**config.mk**
```make
export PLATFORM = sky130hd
export DESIGN_NAME = serial_byte_deframer
export DESIGN_NICKNAME = d
export VERILOG_FILES = /design/src/rtl/serial_byte_deframer.sv
export SDC_FILE = /design/constraint.sdc
export NUM_CORES = 1
export LEC_CHECK = 0
export CORE_MARGIN = 2
export CORE_UTILIZATION = 60
export CTS_BUF_LIST = sky130_fd_sc_hd__clkbuf_4 sky130_fd_sc_hd__clkbuf_8
export DETAILED_ROUTE_END_ITERATION = 8
export DONT_BUFFER_PORTS = 1
export GPL_TIMING_DRIVEN = 0
export PLACE_DENSITY_LB_ADDON = 0.3
export SLEW_MARGIN = 20
export SYNTH_ARGS = -nofsm -noshare
export SYNTH_HDL_FRONTEND = slang
export SYNTH_SLANG_ARGS = --single-unit
```
**constraint.sdc**
```tcl
create_clock -name clk -period 2.3 [get_ports clk]
set_input_delay 0.345 -clock clk [delete_from_list [all_inputs] [get_ports clk]]
set_output_delay 0.345 -clock clk [all_outputs]
set_load 0.02 [all_outputs]
```
**src/rtl/serial_byte_deframer.sv**
```systemverilog
// Bit-serial deframer: hunts for a bit-aligned sync byte, then forwards a fixed
// number of MSB-first payload bytes through a 2-entry output FIFO.
module serial_byte_deframer #(
  parameter logic [7:0] SYNC_BYTE   = 8'hA5,
  parameter int         PAYLOAD_LEN = 4
) (
  input  logic       clk,
  input  logic       rst_n,
  input  logic       bit_in,
  input  logic       bit_valid,
  input  logic       out_ready,
  input  logic       clr_ovf,
  output logic [7:0] out_data,
  output logic       out_valid,
  output logic       locked,
  output logic       overflow,
  output logic [7:0] frame_cnt
);

  localparam logic [0:0] ST_HUNT    = 1'b0;
  localparam logic [0:0] ST_PAYLOAD = 1'b1;
  localparam logic [7:0] LAST_BYTE  = 8'(PAYLOAD_LEN - 1);

  logic [0:0] r_state;
  logic       r_locked;
  logic [7:0] r_hunt;
  logic [7:0] r_acc;
  logic [2:0] r_bit_cnt;
  logic [7:0] r_byte_cnt;
  logic [7:0] r_frame_cnt;
  logic       r_ovf;

  logic [7:0] r_mem [0:1];
  logic       r_rd_ptr;
  logic       r_wr_ptr;
  logic [1:0] r_count;

  logic [7:0] w_hunt_next;
  logic [7:0] w_byte_next;
  logic       w_pop;
  logic       w_full;
  logic       w_push_req;
  logic       w_push;
  logic       w_drop;
  logic       w_frame_done;

  assign w_hunt_next  = {r_hunt[6:0], bit_in};
  assign w_byte_next  = {r_acc[6:0], bit_in};
  assign w_pop        = (r_count != 2'd0) && out_ready;
  assign w_full       = (r_count == 2'd2);
  assign w_push_req   = bit_valid && (r_state == ST_PAYLOAD) && (r_bit_cnt == 3'd7);
  // A full FIFO still accepts a byte when the head leaves on the same edge.
  assign w_push       = w_push_req && (!w_full || w_pop);
  assign w_drop       = w_push_req && w_full && !w_pop;
  assign w_frame_done = w_push && (r_byte_cnt == LAST_BYTE);

  always_ff @(posedge clk or negedge rst_n) begin
    if (!rst_n) begin
      r_state     <= ST_HUNT;
      r_locked    <= 1'b0;
      r_hunt      <= 8'd0;
      r_acc       <= 8'd0;
      r_bit_cnt   <= 3'd0;
      r_byte_cnt  <= 8'd0;
      r_frame_cnt <= 8'd0;
      r_ovf       <= 1'b0;
    end else begin
      if (bit_valid) begin
        if (r_state == ST_HUNT) begin
          r_hunt <= w_hunt_next;
          if (w_hunt_next == SYNC_BYTE) begin
            r_state    <= ST_PAYLOAD;
            r_locked   <= 1'b1;
            r_bit_cnt  <= 3'd0;
            r_byte_cnt <= 8'd0;
          end
        end else begin
          r_acc     <= w_byte_next;
          r_bit_cnt <= r_bit_cnt + 3'd1;
          if (w_push) r_byte_cnt <= r_byte_cnt + 8'd1;
          if (w_frame_done) r_frame_cnt <= r_frame_cnt + 8'd1;
          // Frame end and a dropped byte both resynchronise from scratch.
          if (w_frame_done || w_drop) begin
            r_state  <= ST_HUNT;
            r_locked <= 1'b0;
            r_hunt   <= 8'd0;
          end
        end
      end
      if (w_drop) r_ovf <= 1'b1;
      else if (clr_ovf) r_ovf <= 1'b0;
    end
  end

  always_ff @(posedge clk or negedge rst_n) begin
    if (!rst_n) begin
      r_mem[0] <= 8'd0;
      r_mem[1] <= 8'd0;
      r_rd_ptr <= 1'b0;
      r_wr_ptr <= 1'b0;
      r_count  <= 2'd0;
    end else begin
      if (w_push) begin
        r_mem[r_wr_ptr] <= w_byte_next;
        r_wr_ptr        <= ~r_wr_ptr;
      end
      if (w_pop) r_rd_ptr <= ~r_rd_ptr;
      r_count <= r_count + {1'b0, w_push} - {1'b0, w_pop};
    end
  end

  assign out_data  = r_mem[r_rd_ptr];
  assign out_valid = (r_count != 2'd0);
  assign locked    = r_locked;
  assign overflow  = r_ovf;
  assign frame_cnt = r_frame_cnt;

endmodule

```
---- Yosys cells after proc, flatten, opt, wreduce, memory -nomap -nowiden ----
Index checks and enable logic that the tools add are counted.
operators by class
  add/subtract/negate cells ............... 5
  magnitude comparators ................... 3
  equality and inequality tests ........... 6
  mux-type cells .......................... 21
  bitwise operators ....................... 4
  reductions and logical operators ........ 21
operators by type and width
  operator                                                number
  two-way mux 8 bit                                       7
  adder 8 x 1 -> 8 bit (second input constant)            2
  bitwise mux 16 bit                                      1
  two-way mux 7 bit                                       2
  AND reduction 3 bit                                     3
  demux 8 bit (select 1 bit)                              1
  equality test 8 x 2 -> 1 bit (second input constant)    1
  equality test 8 bit (second input constant)             1
  logical AND 1 bit                                       8
  two-way mux 1 bit                                       8
  two-way mux 3 bit                                       2
  AND reduction 2 bit                                     3
  nonzero test 2 bit                                      3
  >= comparator 2 bit (second input constant)             2
  inequality test 2 x 1 -> 1 bit (second input constant)  2
  inverter 1 -> 2 bit                                     2
  adder 3 x 1 -> 3 bit (second input constant)            1
  equality test 3 bit (second input constant)             1
  adder 2 x 1 -> 2 bit                                    1
  equality test 2 bit (second input constant)             1
  zero test 1 bit                                         2
  logical OR 1 bit                                        2
  < comparator 2 x 1 -> 1 bit (second input constant)     1
  inverter 1 bit                                          2
  subtractor 2 x 1 -> 2 bit                               1
storage, ports and cells
  bits in registers ....................... 56
  input bits .............................. 6
  output and inout port bits .............. 19
  word-level logic and storage cells ...... 73

---- Logic depth before layout (Yosys ltp) ----
  depth after elaboration ................. 8
  depth in mapped cells ................... 8
  mapped depth without buffers ............ 8

---- Worst setup path after synthesis ----
Ideal clock, no wire load.
  path kind ............................... reg-to-reg
  from .................................... reg r_byte_cnt[2]
  to ...................................... reg r_frame_cnt[1] (netlist: frame_cnt[1])
  setup time .............................. 125 ps
  arrival time ............................ 1786 ps
  data required time ...................... 2175 ps
  setup slack ............................. 389 ps
  stages on the path, launching flop included .. 4
  path buffers ............................ 0
  path through ............................ dfrtp_1 -> or4_4 -> nor4_4 -> mux2_2
on the way
  longest elaborated chain between the ends .. 3
ends and longest elaborated chain
  element                               line  text
  from (decl)                           29    logic [7:0] r_byte_cnt;
  from (signal assigned)                80    if (w_push) r_byte_cnt <= r_byte_cnt + 8'd1;
  equality test 8 x 2 -> 1 bit          55    assign w_frame_done = w_push && (r_byte_cnt == LAST_BYTE);
  logical AND 1 bit                     55
  AND reduction 3 bit (no source line)  n/a
  to (signal assigned)                  81    if (w_frame_done) r_frame_cnt <= r_frame_cnt + 8'd1;
  to (decl)                             30    logic [7:0] r_frame_cnt;
Every way passes these cells.
A chain may end at the register's enable or synchronous reset.

---- Final worst setup path ----
Same ends and word-level chain as after synthesis.

==> results.md <==
- Multiplexer area fraction after synthesis: 0.145
- Fmax: 481 MHz
- Clk pin slew, worst setup/hold paths: 100 ps
- Total number of vias: 1523
- Power density over the cells: 1070 nW/um^2
- RSZ-0062 raised after global routing: no
- Die height: slightly below 70 microns
- Worst slew pin tran: about 880 ps
- Register area share after synthesis: 0.565
- Post-Synth XOR/XNOR Area: 0.0565
- Nets: 212
- Cells along the critical path: or4_4 > nor4_4 > mux2_2
- Total GRT Usage: 0.214
- VDD IR max: approximately 0.73 mV
- Core area: roughly 4000 sq um
- Hold Fails Final Rpt: 0
- Layout fillers: 290
- Critical Path Source: r_byte_cnt[2]
- Top cell family by delay on the critical path: simple AND/OR/NAND/NOR gates
- Buffers on Ports: 0
- Flops & latches, synth: 56
- CP peak stage delay: just under 600 ps
- Root Driver: clkbuf_8
- Min cycle time layout: around 2100 ps
- Vias/cell: 6.04
- Detailed Routing Iterations Pass 1: 4
- CP required: 2510 ps
- Slew HR: 0.406
- Global placer's final weighted congestion: approximately 0.85
- Post-synthesis simple-gate area fraction: 0.137
- Adder-cell area share of the yosys netlist: 0.0252
- Synth Flop Type: dfrtp_1
- Antenna cells: 0
- Cell area after layout: between 2000 and 3000 sq um
- Worst path buffer plus inverter count: 0
- Setup crit start kind: register
- Placed insts: between 200 and 250
- Overflow after GRT: 0
- Clock insertion delay at the later pin of the skew report: 320 ps
- Synth Area in Compound Gates: 0.0590
- Yosys warns: 0
- Fin cells: ~250
- Post-synth cell types: 33
- Max Cap Viol: 0
- FP Rows: 23
- Status: complete, no violations
- Commonest cells after routing, fill and taps aside: dfrtp_1, mux2_2, nand2_1, xnor2_1, nor2_1
- Max FO, Critical Path: 9
- # IOs: 25
- Slowest cell on crit path: or4_4
- # Post-CTS Setup Buffers: 0
- Period Utilization, post-route: 0.904
- Num CTS Buffers: 5
- Type of the worst min-delay path: in -> reg
- Vias in the first global route: between 1.5k and 2k
- Syn Std Cell Area: 2480 sq um
- Initial Util: 0.620
- Leakage: approximately 1.2 nW
- Number of flops mapped to enable cells by yosys: 0
- Worst reg-to-reg path cell count: 3
- Routed len/inst: about 17 microns
- Combinational family with the most area after synthesis: multiplexers
- Clock Skew: roughly 11 ps
- Avg Synthesized Cell Area: about 13 sq um
- First-pass GRT wire length: 7.09 mm
- Critical path class: reg -> reg
- Slew Limit Fails: 0
- 1st-iter DRT viols: just over 90
- Placed cell area: 2540 sq um
- Crit end category: register
- DP Wirelength: around 3.0 mm
- Die ar.: 4660 sq um
- Reg2reg start: r_byte_cnt[2]
- FF-to-FF End: frame_cnt[1]
- CP Depth: 3
- Clock tree sinks: 56
- Layout cells sized above 1: 0.252
- Layout area overhead: 7.87%
- Die width: between 60 and 70 microns
- Syn Nets: ~200
- # setup viols final: 0
- Reg2Reg Setup Slack: around 220 ps
- TritonCTS clock tree: yes
- Total Wirelength: around 4.3 mm
- ANT nets after route: 0
- Commonest non-fill, non-tap cell in the layout: dfrtp_1
- Synth Instances: between 150 and 200
- Initial antenna violation count: 0
- Worst setup endpoint: frame_cnt[1]
- Worst Path Arrival: 2290 ps
- Setup TNS: 0 ps
- Synth async-reset ratio: 1.00
- H-tree depth: 2
- Post-route DRC: 0
- Largest net degree at the start of global routing: 57
- Clk buf depth: 2
==> per-layer routing <==
metal	up-vias	wire length, microns	GRT usage
li1	712	-	-
met4	0	74	0.0900
met3	5	271	0.0724
met2	39	2130	0.356
met1	767	1790	0.252
met5	-	0	0
==> how the worst min path moves through the flow <==
stage                 start             to  slack [ps]  cells after the start
finish              clr_ovf       overflow         140                      1
detailed placement    rst_n  r_byte_cnt[4]          50                      0
global route        clr_ovf       overflow         130                      1
global placement      rst_n  r_byte_cnt[6]          50                      0
floorplan             rst_n   frame_cnt[0]          50                      0
CTS                 clr_ovf       overflow         140                      1
==> cells in the mapped netlist, types with 3 or more instances <==
library cell | instances | share of area
o21ai_0 | 6 | 0.012
and3_1 | 3 | 0.0076
xnor2_1 | 13 | 0.046
nand2_1 | 13 | 0.020
inv_1 | 3 | 0.0045
mux2_2 | 32 | 0.15
nand3_1 | 5 | 0.010
nand4_1 | 7 | 0.018
xor2_1 | 3 | 0.011
nor2_1 | 10 | 0.015
or2_2 | 3 | 0.0076
ha_1 | 5 | 0.025
a22o_1 | 7 | 0.025
a21oi_1 | 3 | 0.0061
dfrtp_1 | 56 | 0.57
==> registers in the layout, indices dropped and copies added, names as in the netlist <==
| register | cells |
|---|---|
| r_hunt | 7 |
| r_count | 2 |
| locked | 1 |
| r_mem | 16 |
| frame_cnt | 8 |
| overflow | 1 |
| r_bit_cnt | 3 |
| r_acc | 7 |
| r_wr_ptr | 1 |
| r_state | 1 |
| r_rd_ptr | 1 |
| r_byte_cnt | 8 |
==> through the flow <==
step	power (mW)	setup WS [ps]	hold slack [ps]	util
finish	2.87	221	143	0.669
global route	3.06	97.6	127	0.669
CTS	2.89	41.1	139	0.668
detailed placement	2.32	48.8	50.8	0.636
global placement	2.24	83.3	50.6	0.636
floorplan	2.13	389	49.4	-
==> cells by family after synthesis <==
group	count (synthesis)
simple gates	56
flops	56
mux	32
compound gates	21
xor+xnor	16
buf+inv	6
fa+ha+maj	5
==> power by group <==
group / internal [mW] / total (mW) / switching, mW / leakage, nW
sequential: 1.28 / 1.51 / 0.226 / 0.737
clock: 0.229 / 0.543 / 0.314 / 0.0448
combinational: 0.410 / 0.818 / 0.408 / 0.447
==> final cells by class <==
| cell class | count | area, sq um | area share |
|---|---|---|---|
| multi-input cells | 130 | 1050 | 0.393 |
| repair buffers | 2 | 37.5 | 0.0140 |
| inverters | 3 | 11.3 | 0.00421 |
| well taps | 50 | 62.6 | 0.0234 |
| flip-flops and latches | 56 | 1400 | 0.524 |
| plain buffers | 3 | 18.8 | 0.00702 |
| clock buffers | 6 | 76.3 | 0.0285 |
| clock inverters | 2 | 16.3 | 0.00608 |
==> timing repair <==
| item | CTS | global route |
|---|---|---|
| hold buffers | 2 | 0 |
| endpoints found under the setup margin | 0 | 8 |
| resized for setup | 0 | 1 |
| endpoints found under the hold margin | 56 | 0 |
Note: power is estimated with default switching activity, not from simulation.
